**src/rtl/dmem_shim_pkg.sv**
```systemverilog
// rtl/dmem_shim_pkg.sv - shared state encoding, request struct and constants for dmem_wait_shim
package dmem_shim_pkg;

  localparam logic [1:0] ST_IDLE   = 2'd0;
  localparam logic [1:0] ST_STALL  = 2'd1;
  localparam logic [1:0] ST_ACCESS = 2'd2;
  localparam logic [1:0] ST_DONE   = 2'd3;

  typedef enum logic [1:0] {
    IDLE   = ST_IDLE,
    STALL  = ST_STALL,
    ACCESS = ST_ACCESS,
    DONE   = ST_DONE
  } dmem_state_e;

  typedef struct packed {
    logic        instr;
    logic [31:0] addr;
    logic [31:0] wdata;
    logic [3:0]  wstrb;
  } dmem_req_t;

  localparam int DMEM_SHIM_MIN_LAT = 2;

endpackage

```
**src/rtl/dmem_req_stability_check.sv**
```systemverilog
// rtl/dmem_req_stability_check.sv - flags a core request that drops or changes while the shim holds it
module dmem_req_stability_check
  import dmem_shim_pkg::*;
(
  input  logic      holding,
  input  logic      live_valid,
  input  dmem_req_t live_req,
  input  dmem_req_t held_req,
  output logic      mismatch
);

  assign mismatch = holding && (!live_valid || (live_req != held_req));

endmodule

```
**src/rtl/dmem_wait_shim.sv**
```systemverilog
// rtl/dmem_wait_shim.sv - valid/ready wrapper adding bounded wait states in front of an always-ready memory
// Optional fault injection on accepted requests: define DMEM_SHIM_FAULT_EN.
module dmem_wait_shim
  import dmem_shim_pkg::*;
#(
  parameter int MAX_WAIT = 7,
  parameter int WAIT_W   = 3
) (
  input  logic              clock,
  input  logic              reset,
  input  logic              cpu_valid,
  input  logic              cpu_instr,
  input  logic [31:0]       cpu_addr,
  input  logic [31:0]       cpu_wdata,
  input  logic [3:0]        cpu_wstrb,
  output logic              cpu_ready,
  output logic [31:0]       cpu_rdata,
  input  logic [WAIT_W-1:0] wait_req,
  output logic              mem_valid,
  output logic              mem_instr,
  output logic [31:0]       mem_addr,
  output logic [31:0]       mem_wdata,
  output logic [3:0]        mem_wstrb,
  input  logic [31:0]       mem_rdata,
`ifdef DMEM_SHIM_FAULT_EN
  input  logic              fault_req,
  output logic              cpu_fault,
`endif
  output logic              proto_err
);

  localparam logic [WAIT_W-1:0] MAX_CNT = WAIT_W'(MAX_WAIT);
  localparam logic [WAIT_W-1:0] ONE     = WAIT_W'(1);

  dmem_state_e       state;
  dmem_req_t         req_q;
  dmem_req_t         live_req;
  logic [WAIT_W-1:0] cnt;
  logic [WAIT_W-1:0] wait_clamped;
  logic [31:0]       rdata_q;
  logic              fault_q;
  logic              fault_in;
  logic              mismatch;

  assign live_req     = {cpu_instr, cpu_addr, cpu_wdata, cpu_wstrb};
  assign wait_clamped = (wait_req > MAX_CNT) ? MAX_CNT : wait_req;

`ifdef DMEM_SHIM_FAULT_EN
  assign fault_in  = fault_req;
  assign cpu_fault = cpu_ready && fault_q;
`else
  assign fault_in  = 1'b0;
`endif

  // The request is owned by the shim from the cycle after accept until DONE retires it.
  dmem_req_stability_check u_check (
    .holding    (state != IDLE),
    .live_valid (cpu_valid),
    .live_req   (live_req),
    .held_req   (req_q),
    .mismatch   (mismatch)
  );

  always_ff @(posedge clock) begin
    if (reset) begin
      state     <= IDLE;
      req_q     <= '0;
      cnt       <= '0;
      rdata_q   <= '0;
      fault_q   <= 1'b0;
      proto_err <= 1'b0;
    end else begin
      if (mismatch) begin
        proto_err <= 1'b1;
      end
      case (state)
        IDLE: begin
          if (cpu_valid) begin
            req_q   <= live_req;
            cnt     <= wait_clamped;
            fault_q <= fault_in;
            state   <= (wait_clamped == '0) ? ACCESS : STALL;
          end
        end
        STALL: begin
          cnt <= cnt - ONE;
          if (cnt == ONE) begin
            state <= ACCESS;
          end
        end
        ACCESS: begin
          rdata_q <= mem_rdata;
          state   <= DONE;
        end
        DONE: begin
          state <= IDLE;
        end
        default: begin
          state <= IDLE;
        end
      endcase
    end
  end

  // mem_* always reflect the latch; only mem_valid qualifies them.
  assign mem_valid = (state == ACCESS) && !fault_q;
  assign mem_instr = req_q.instr;
  assign mem_addr  = req_q.addr;
  assign mem_wdata = req_q.wdata;
  assign mem_wstrb = req_q.wstrb;

  assign cpu_ready = (state == DONE);
  assign cpu_rdata = (cpu_ready && !fault_q) ? rdata_q : '0;

endmodule

```
**config.mk**
```make
export PLATFORM = sky130hd
export DESIGN_NAME = dmem_wait_shim
export DESIGN_NICKNAME = d
export VERILOG_FILES = /design/src/rtl/dmem_shim_pkg.sv /design/src/rtl/dmem_req_stability_check.sv /design/src/rtl/dmem_wait_shim.sv
export SDC_FILE = /design/constraint.sdc
export NUM_CORES = 1
export LEC_CHECK = 0
export ABC_AREA = 0
export BUFFER_PORTS_ARGS = -buffer_cell sky130_fd_sc_hd__clkbuf_2
export CAP_MARGIN = 20
export CORE_MARGIN = 2
export CORE_UTILIZATION = 30
export DETAILED_ROUTE_END_ITERATION = 8
export SLEW_MARGIN = 10
export SYNTH_ARGS = -nofsm -noshare
export SYNTH_HDL_FRONTEND = slang
export SYNTH_SLANG_ARGS = --single-unit
```
**constraint.sdc**
```tcl
create_clock -name clock -period 1.7 [get_ports clock]
set_clock_uncertainty 0.05 [all_clocks]
set_input_delay 0 -clock clock [delete_from_list [all_inputs] [get_ports clock]]
set_output_delay 0 -clock clock [all_outputs]
set_load 0.005 [all_outputs]
```
Word level (Yosys, flattened, before mapping):

Index checks and enable logic that the tools add are counted.
Widths: inputs -> output; s select.

* $add $sub $neg: 1
* magnitude comparators: 1
* equality and inequality tests: 7
* multiplexer cells: 8
* reduce and logical (&&, ||, !) cells: 10

Operators by type and width (number)
* $ne 69x69->1: 1
* $mux 32: 1
* $pmux 2 s4: 1
* $mux 2: 3
* $mux 3: 2
* $pmux 3 s2: 1
* $reduce_and 2->1: 3
* $eq 2x2->1 const B: 2
* $ne 2x2->1 const B: 2
* $reduce_bool 2->1: 2
* $eq 3x1->1 const B: 1
* $gt 3x3->1 const B: 1
* $logic_not 3->1: 1
* $sub 3x1->3 const B: 1
* $eq 2x1->1 const B: 1
* $logic_not 2->1: 1
* $logic_and 1x1->1: 1
* $logic_not 1->1: 1
* $logic_or 1x1->1: 1

* register bits: 107
* input bits: 107
* output and inout port bits: 104
* logic and storage cells: 35

Logic depth before layout (Yosys ltp):

Gate-level depths: netlist of run 1.

* word-level depth: 6
* gate-level depth with buffers: 8
* mapped depth without buffers: 7

Modules after synthesis:

A second synthesis of run 1 with hierarchy kept.

* cell total of the unflattened synthesis: 604
* area total of the unflattened synthesis: 4951.0 sq um

Modules (own cells, without submodules)
* dmem_wait_shim: times used 1, cells each 488, area an instance 4122.7 sq um, sequential area each 2142.1 sq um
* dmem_req_stability_check: times used 1, cells each 116, area an instance 828.3 sq um, sequential area each 0.0 sq um

Worst setup path after synthesis of run 1:

No wires, ideal clock.

* kind: reg-to-reg
* from: register state[0]
* to: register req_q (netlist bit mem_wdata[17])
* library setup time: 71 ps
* arrival time: 1462 ps
* data required time: 1579 ps
* slack: 117 ps
* cell stages (with the launch flop): 8
* path buffers: 2
* clock period less this slack: 1583 ps
* cell sequence: dfxtp_1 inv_1 ha_1 nand2_1 buf_2 clkbuf_1 nand2_1 a21oi_1

* word-level cells in the longest chain between the ends: 2

Ends and longest elaborated chain
* start: declaration: RTL line dmem_wait_shim.sv:35 `dmem_state_e state;`
* start signal: assignment: RTL line dmem_wait_shim.sv:82 `state <= (wait_clamped == '0) ? ACCESS : STALL;`
* $logic_not 2->1: RTL line dmem_wait_shim.sv:76 `case (state)`
* $reduce_and 2->1 (no source line)
* end signal: assignment: RTL line dmem_wait_shim.sv:79 `req_q <= live_req;`
* end: declaration: RTL line dmem_wait_shim.sv:36 `dmem_req_t req_q;`

Every way passes these cells.
A chain may end at the register's enable or synchronous reset.

Worst setup path after layout of run 1:

* from: register req_q (netlist bit mem_wdata[17])
* to: register proto_err

* word-level cells in the longest chain between the ends: 3

Ends and longest elaborated chain
* $ne 69x69->1: RTL line dmem_req_stability_check.sv:12 `assign mismatch = holding && (!live_valid || (live_req != held_req));`
* $logic_or 1x1->1: RTL line dmem_req_stability_check.sv:12
* $logic_and 1x1->1: RTL line dmem_req_stability_check.sv:12
* end signal: assignment: RTL line dmem_wait_shim.sv:71 `proto_err <= 1'b0;`
* end signal: assignment: RTL line dmem_wait_shim.sv:74 `proto_err <= 1'b1;`
* end: declaration: RTL line dmem_wait_shim.sv:29 `output logic proto_err`

Every way passes these cells.

==> results.toml, run 1 <==
[synth]
synth_seq_cells = 107
avgSynthCellArea_um2 = 8.25
syn-num-nets = 696
syn-cell-area_um2 = 4810
yosys-top-cells-area = "dfxtp_1 (45%), nand2_1 (11%), xor2_1 (8.9%)"
synthCells = 583
synth_top_area_share = 0.445
ys.warnings.count = 0
ys_types = 29
yosys.area.top_type = "dfxtp_1"
ys_seq_area_frac = 0.445

[cells_and_area]
final_util = 0.488
instances_no_fill = 1119
nets = 1011
n_antenna_cell = 0
final_layout_size_suffix_gt1_frac = 0.283
area_growth_syn_to_layout_pct = 59.8
design_area_um2 = 7690

[timing]
maxSlewViolCount = 0
relSlewSlack = 0.763
rsz0062_at_grt = "yes"
fin_crit_sh = 0.990
hold_viol = 0
finalCriticalPeriod_ps = 1680
finalWorstSetupSlack_ps = 16.7
worst_slew_pin_slew_ps = 352
setup_viol = 0
fmaxAchievable_mhz = 594

[power]
p_clk_frac = 0.253
comb_power_share = 0.380
total_leakage_power_nw = 3.50
switching_share = 0.339
power.switching_mw = 3.12
intPower_mw = 6.09
powerDensity_nw_per_um2 = 1200
power_mw = 9.21
seq_power_share = 0.367
ir_drop_mv = 0.595

[worst_setup_path]
critPathLaunchType = "register"
end_kind = "register"
crit_family = "simple AND/OR/NAND/NOR gates"
cp_max_fo = 3
crit_type = "register to register"
cp.required_ps = 1870
cp_num_buf_inv = 0
cpPeakStageDelay_ps = 450
slowest_stage = "or4_4"
worstPathArrival_ps = 1860
cp_cell_sequence = "xnor2_1 -> nand4_1 -> or4_4 -> nor4_2 -> a221oi_1"

[clock_network]
clockBufferDepth = 2
cts_htree_levels = 3
numCtsBuffers = 9
clk_latency_ps = 350
root_buffer = "clkbuf_16"
cts_sinks = 107
clk_pin_slew_worst_paths_ps = 70
tritoncts = "built"

[floorplan]
core_um2 = 15800
start_util = 0.305
die_h_um = 131
die_area_um2 = 17100
rows = 46
fp.dieW_um = 131
pin_count = 211

[global_routing]
grt_pass1_vias = 4661
grt_first_pass_wirelength_um = 23500
grt_use_total = 0.178
grt.overflow.total = 0
grt_max_degree = 39
antenna_found_initial = 0

[route]
wire_per_inst_um = 13.9
firstDrtPassIters = 5
vias_per_cell = 4.45
drc = 0
drt_iter0_drc = 230
ant_nets = 0
num_vias = 4975
wl_um = 15500

[placed_design]
io_buffers = 210
dp_cells = 998
place_congestion = 0.811
dp_slack_ps = -84.7
dpl_cell_area_um2 = 6290
hpwl_um = 10800

[run]
cap_violations = 0

[outcome]
status = "finished, final reports clean"

[worst_hold_path]
min_path_type = "primary input to register"
-- synth_stat cells, drive strengths merged --
cell type  instances
nand2            140
a221oi             3
o22a               1
a211oi             1
buf               11
nand4              7
a22oi              1
mux2i             32
a222oi             1
and2              33
dfxtp            107
nor3               1
o2bb2ai            1
inv               13
nor4              14
nor2              41
a21oi             74
or4                1
xnor2             14
ha                 6
xor2              49
nand2b             1
o211ai             1
clkbuf            23
a2bb2oi            2
o21ai              5
-- metal layers --
| metal | wire [um] | up-vias | track usage |
|---|---|---|---|
| li1 | - | 2546 | - |
| met3 | 1160 | 16 | 0.0513 |
| met2 | 7560 | 164 | 0.309 |
| met5 | 0 | - | 0 |
| met1 | 6520 | 2249 | 0.210 |
| met4 | 261 | 0 | 0.0651 |
-- layout by cell type (no fill, tap or decap), types with 2 or more instances in the layout --
master,Yosys,routed
and2_1,33,32
nor4_1,13,10
dfxtp_1,107,107
nor4_2,1,4
clkbuf_1,23,2
nor2_1,41,41
nand2_1,140,139
ha_1,6,4
xnor2_1,14,14
xor2_1,49,49
o21ai_0,2,2
clkbuf_16,0,9
a21oi_1,74,74
nand4_1,7,7
buf_12,0,9
clkbuf_2,0,209
clkbuf_8,0,2
bufinv_16,0,2
inv_1,13,13
dlygate4sd3_1,0,105
ha_2,0,2
a221oi_1,3,3
a2bb2oi_1,2,2
buf_4,0,15
o21ai_1,3,3
mux2i_1,32,32
-- final timing paths --
check	startpoint	to	slack (ps)	depth (start not counted)
min reg2reg	mem_addr[28]	mem_addr[28]	420	2
min	cpu_valid	state[1]	90	4
max	mem_wdata[17]	proto_err	20	5
max reg2reg	mem_wdata[17]	proto_err	20	5
-- layout make-up --
type | instances | area (um^2)
clock buffer | 13 | 260
clock inverter | 3 | 68.8
fill | 1545 | 8080
inverter | 13 | 48.8
multi-input combinational | 429 | 2510
sequential | 107 | 2140
tap | 216 | 270
timing repair buffer | 338 | 2390
-- power by group through the flow --
stage / Sequential (mW) / Clock [mW] / Combinational (mW)
2_1_floorplan: 3.41 / 0 / 1.88
3_3_place_gp: 3.42 / 0 / 3.29
3_5_place_dp: 3.44 / 0 / 3.30
4_1_cts: 3.39 / 2.41 / 3.51
5_1_grt: 3.46 / 2.50 / 3.90
6_report: 3.38 / 2.33 / 3.50
-- registers in the layout (all words and copies together) (netlist names) --
signal     cells
mem_addr      32
mem_wdata     32
rdata_q       32
mem_wstrb      4
cnt            3
state          2
mem_instr      1
proto_err      1
-- cell families after synthesis --
logic type                 count (synthesis)  share of synthesized area
xor gates and xnor gates                  63                      0.115
AOI/OAI and AO/OA                         90                      0.102
buffers and inverters                     47                     0.0390
muxes                                     32                     0.0666
adders and majority gates                  6                     0.0156
and+or+nand+nor                          238                      0.217
DFF                                      107                      0.445
-- through the flow --
stage                     hold WS [ps]  setup TNS (ps)
after global placement             186            -108
final                             92.8               0
after CTS                         72.3               0
after global routing               106           -69.7
after floorplan                   86.0               0
after detailed placement           196           -84.7
-- repair_timing --
action / 4_1_cts / 5_1_grt
buffers inserted: 0 / 0
resized for setup: 3 / 1
hold buffers: 105 / 0
endpoints found under the setup margin: 1 / 23
pin swaps: 0 / 3
hold endpoints to repair: 104 / 0
-- tightest hold or removal path, delay by kind of cell --
family,cells,cell delay [ps]
AO/OA/AOI/OAI,2,220
AND/OR/NAND/NOR,1,90
buffers and inverters,1,120
Power figures use the tool's default switching activity.
==> inputs of run 2 (changes only) <==
--- a/config.mk
+++ b/config.mk
@@ -8,10 +8,9 @@
 export ABC_AREA = 0
 export BUFFER_PORTS_ARGS = -buffer_cell sky130_fd_sc_hd__clkbuf_2
 export CAP_MARGIN = 20
-export CORE_MARGIN = 2
 export CORE_UTILIZATION = 30
 export DETAILED_ROUTE_END_ITERATION = 8
-export SLEW_MARGIN = 10
+export SLEW_MARGIN = 20
 export SYNTH_ARGS = -nofsm -noshare
 export SYNTH_HDL_FRONTEND = slang
 export SYNTH_SLANG_ARGS = --single-unit
==> run 2 against run 1 <==
Net effect: final area decreased by 0.11%; non-clock buffer count increased by 5; setup slack improved by 12 ps; sequential share of layout area increased by 0.064 points; first-iteration DRC count decreased by 15%; count of clock-buffer cells in the layout decreased by 2; maximum frequency increased by 0.70%; flip-flop and latch count unchanged; sequential power about the same; wire length increased by 0.73%; cell count about the same; via count decreased by 0.16%; critical path type unchanged; largest cell class unchanged; highest routed layer unchanged.
==> results.toml, run 2 (synthesis results as in run 1) <==
[floorplan]
rows = 45
die_h_um = 129
pin_count = 211
die_area_um2 = 16600
core_um2 = 15400
fp.dieW_um = 129
start_util = 0.312

[cells_and_area]
register_area_um2 = 2140
final_util = 0.498
fillCellCount = 1503
multi_input_area_um2 = 2510
mostFrequentLayoutCells = "clkbuf_2 (209), nand2_1 (139), dfxtp_1 (105), dlygate4sd3_1 (105), a21oi_1 (74)"
area_growth_syn_to_layout_pct = 59.6
final_layout_size_suffix_gt1_frac = 0.290
nets = 1016
n_antenna_cell = 0
layout_commonest_cell = "clkbuf_2"
instances_no_fill = 1118

[timing]
finalWorstSetupSlack_ps = 28.5
finalCriticalPeriod_ps = 1670
rsz0062_at_grt = "yes"
worst_slew_pin_slew_ps = 446
fin_crit_sh = 0.983
hold_viol = 0
fmaxAchievable_mhz = 598
maxSlewViolCount = 0
setup_viol = 0
setup_tns_ps = 0
relSlewSlack = 0.700
whs_ps = 93.4

[power]
seq_power_share = 0.374
total_leakage_power_nw = 3.51
comb_power_share = 0.396
ir_drop_mv = 0.625
powerDensity_nw_per_um2 = 1170
intPower_mw = 5.85
switching_share = 0.350
power.switching_mw = 3.15
p_clk_frac = 0.230

[global_routing]
grt_use_total = 0.184
antenna_found_initial = 0
grt_max_degree = 66
grt_first_pass_wirelength_um = 23800
grt_pass1_vias = 4967
grt.overflow.total = 0

[worst_setup_path]
rr_startpoint = "mem_wdata[21]"
end_kind = "register"
cp_max_fo = 2
ff2ff_setup_slack_ps = 30
r2r-end = "proto_err"
cp.required_ps = 1880
crit_type = "register to register"
cpPeakStageDelay_ps = 330
cpMostUsedCell = "nor4_2"
cp_cell_sequence = "xor2_1 -> nor4_2 -> buf_4 -> nand4_1 -> nor4_2 -> a221oi_1"
reg2regPathDepth = 6
crit_family = "simple AND/OR/NAND/NOR gates"
critPathLaunchType = "register"
crit_cells = 6
crit_path_end = "proto_err"
worstPathArrival_ps = 1850
crit_start = "mem_wdata[21]"
cp_num_buf_inv = 1
slowest_stage = "dfxtp_2"

[route]
drt_iter0_drc = 196
ant_nets = 0
wl_um = 15600
vias_per_cell = 4.44
num_vias = 4967
wire_per_inst_um = 14.0
firstDrtPassIters = 5
drc = 0

[clock_network]
cts_htree_levels = 3
clk_pin_slew_worst_paths_ps = 70
tritoncts = "built"
clockBufferDepth = 2
clk_latency_ps = 350
numCtsBuffers = 9
root_buffer = "clkbuf_16"
cts_sinks = 107

[placed_design]
dp_slack_ps = -152
dp_cells = 996
io_buffers = 210
place_congestion = 0.820
hpwl_um = 10300

[worst_hold_path]
min_path_type = "primary input to register"

[run]
cap_violations = 0

[outcome]
status = "finished, final reports clean"
run 2: tightest hold or removal path: cells and delay by family:
family / cells / cell delay, ps
simple gates: 1 / 90
buf+inv: 1 / 140
compound gates: 2 / 220
run 2: worst min-delay path by stage:
stage,from,end,slack [ps],depth (start not counted)
after floorplan,cpu_addr[11],mem_addr[11],90,2
after global placement,mem_rdata[20],rdata_q[20],190,3
after detailed placement,mem_rdata[3],rdata_q[3],200,3
after CTS,cpu_valid,state[1],90,4
after global routing,cpu_valid,state[1],110,4
final,cpu_valid,state[1],90,4
run 2: cell type report:
type | instances | area share
Multi-Input combinational cell | 429 | 0.327
Timing Repair Buffer | 343 | 0.316
Sequential cell | 107 | 0.279
Tap cell | 211 | 0.0344
Clock buffer | 11 | 0.0303
Clock inverter | 4 | 0.00668
Inverter | 13 | 0.00635
run 2: timing repair:
action / CTS / global route
buffers inserted: 0 / 0
endpoints found under the setup margin: 1 / 55
resized for setup: 2 / 6
hold buffers: 105 / 0
gates cloned: 0 / 2
pin swaps: 4 / 0
hold endpoints to repair: 105 / 0
run 2: routing by layer:
metal,GRT usage,vias up,routed length (um)
met3,0.0570,27,950
li1,-,2540,-
met2,0.333,145,7900
met5,0,-,0
met1,0.201,2255,6350
met4,0.0720,0,408
run 2: power by group through the flow:
| stage | Clock [mW] | Combinational [mW] | Sequential [mW] |
|---|---|---|---|
| 2_1_floorplan | 0 | 1.88 | 3.41 |
| 3_3_place_gp | 0 | 3.18 | 3.40 |
| 3_5_place_dp | 0 | 3.18 | 3.41 |
| 4_1_cts | 2.16 | 3.39 | 3.36 |
| 5_1_grt | 2.22 | 3.97 | 3.44 |
| 6_report | 2.07 | 3.56 | 3.37 |
run 2: through the flow:
stage	cell area (um^2)	total power, mW
2_1_floorplan	4810	5.30
3_3_place_gp	6270	6.58
3_5_place_dp	6270	6.59
4_1_cts	7610	8.91
5_1_grt	7680	9.63
6_report	7680	9.00
==> inputs of run 3 (changes only) <==
--- a/config.mk
+++ b/config.mk
@@ -10,6 +10,7 @@
 export CAP_MARGIN = 20
 export CORE_UTILIZATION = 30
 export DETAILED_ROUTE_END_ITERATION = 8
+export PLACE_DENSITY_LB_ADDON = 0.12
 export SLEW_MARGIN = 20
 export SYNTH_ARGS = -nofsm -noshare
 export SYNTH_HDL_FRONTEND = slang
==> constraint.sdc (replaced) <==
create_clock -name clock -period 1.9 [get_ports clock]
set_clock_uncertainty 0.05 [all_clocks]
set_input_delay 0 -clock clock [delete_from_list [all_inputs] [get_ports clock]]
set_output_delay 0 -clock clock [all_outputs]
set_load 0.005 [all_outputs]
==> run 3 against run 2 <==
Net effect: non-clock buffer count is 23 lower; flip-flop and latch count did not move; count of clock-buffer cells in the layout up 4; register-to-register slack improved by 150 ps; cell count decreased by 2.0%; utilization fell by 1.6 points; critical path type unchanged; global-route usage shrank 0.090 points; sequential power shrank 10%; power decreased by 14%.
==> results.toml, run 3 (synthesis results as in run 1) <==
[cells_and_area]
n_antenna_cell = 0
design_area_um2 = 7440
layout_commonest_cell = "clkbuf_2"
mostFrequentLayoutCells = "clkbuf_2 (209), nand2_1 (139), dfxtp_1 (107), dlygate4sd3_1 (103), a21oi_1 (74)"
area_growth_syn_to_layout_pct = 54.6
fillCellCount = 1508
final_util = 0.482
nets = 993
final_layout_size_suffix_gt1_frac = 0.266

[global_routing]
grt_pass1_vias = 4963
grt.overflow.total = 0
grt_first_pass_wirelength_um = 23700
antenna_found_initial = 0
grt_max_degree = 70
grt_use_total = 0.184

[placed_design]
io_buffers = 210
hpwl_um = 10200
dp_slack_ps = 95.6
place_congestion = 0.782
dpl_cell_area_um2 = 6100

[worst_setup_path]
ff2ff_setup_slack_ps = 180
cp_max_fo = 3
end_kind = "register"
critPathLaunchType = "register"
r2r-end = "proto_err"
reg2regPathDepth = 5
cp_num_buf_inv = 0
cp_cell_sequence = "xor2_1 -> nor4_1 -> nand4_1 -> nor4_2 -> a221oi_1"
crit_path_end = "proto_err"
worstPathArrival_ps = 1880
rr_startpoint = "mem_addr[2]"
crit_cells = 5
cpPeakStageDelay_ps = 430
cp.required_ps = 2070
crit_type = "register to register"
crit_family = "simple AND/OR/NAND/NOR gates"
crit_start = "mem_addr[2]"
slowest_stage = "nor4_1"

[worst_hold_path]
min_path_type = "primary input to register"
worstHoldPathCells = 2

[timing]
finalCriticalPeriod_ps = 1720
worst_slew_pin_slew_ps = 432
finalWorstSetupSlack_ps = 183
fmaxAchievable_mhz = 582
relSlewSlack = 0.709
hold_viol = 0
setup_viol = 0
setup_tns_ps = 0
rsz0062_at_grt = "no"
maxSlewViolCount = 0
fin_crit_sh = 0.904

[route]
vias_per_cell = 4.49
wire_per_inst_um = 13.6
drc = 0
firstDrtPassIters = 6
drt_iter0_drc = 128
ant_nets = 0
num_vias = 4917
wl_um = 14900

[clock_network]
clk_pin_slew_worst_paths_ps = 70
numCtsBuffers = 9
clk_latency_ps = 350
cts_sinks = 107
root_buffer = "clkbuf_16"
tritoncts = "built"
clockBufferDepth = 2
cts_htree_levels = 3

[power]
total_leakage_power_nw = 3.38
powerDensity_nw_per_um2 = 1040
ir_drop_mv = 0.463

[floorplan]
die_area_um2 = 16600
start_util = 0.312
fp.dieW_um = 129
die_h_um = 129
core_um2 = 15400
rows = 45
pin_count = 211

[run]
cap_violations = 0

[outcome]
status = "finished, final reports clean"
==> run 3: cell types whose count changed in the layout (fill, tap and decap cells not counted), sizes merged <==
cell / before / now
buf: 27 / 8
clkinvlp: 1 / 0
inv: 14 / 13
clkbuf: 222 / 224
clkinv: 1 / 0
dlygate4sd3: 105 / 103
==> run 3: worst min-delay path by stage <==
| stage | from | end |
|---|---|---|
| 2_1_floorplan | cpu_addr[11] | mem_addr[11] |
| 3_3_place_gp | mem_rdata[8] | rdata_q[8] |
| 3_5_place_dp | mem_rdata[16] | rdata_q[16] |
| 4_1_cts | reset | mem_addr[0] |
| 5_1_grt | reset | mem_addr[14] |
| 6_report | reset | mem_wdata[26] |
==> run 3: cell type report <==
type	instances	area (um^2)	area share
clock inverters	1	30.0	0.00404
repair buffers	320	2190	0.294
flip-flops and latches	107	2140	0.288
inverters	13	48.8	0.00656
clock buffers	15	278	0.0373
well taps	211	264	0.0355
multi-input cells	429	2490	0.335
==> run 3: stage by stage <==
stage	total power, mW	hold slack (ps)	std cells
floorplan	4.74	86.0	583
global placement	5.66	188	977
detailed placement	5.72	194	977
CTS	7.88	10.5	1096
global route	8.34	24.1	1096
finish	7.76	8.25	1096
==> run 3: repair_timing <==
action / CTS / global route
hold endpoints to repair: 103 / 0
setup endpoints to repair: 0 / 0
buffers inserted: 0 / 0
hold buffers: 103 / 0
resized for setup: 0 / 0
==> run 3: metal layers <==
| layer | up-vias | part of all wire | track usage |
|---|---|---|---|
| li1 | 2501 | - | - |
| met1 | 2249 | 0.41 | 0.197 |
| met2 | 144 | 0.51 | 0.335 |
| met3 | 23 | 0.061 | 0.0453 |
| met4 | 0 | 0.028 | 0.0907 |
| met5 | - | 0 | 0 |
==> run 3: power breakdown <==
group          leakage, nW  switching (mW)  internal [mW]
logic                 2.36            1.52           1.25
clock network        0.150           0.817           1.13
registers            0.876           0.328           2.71
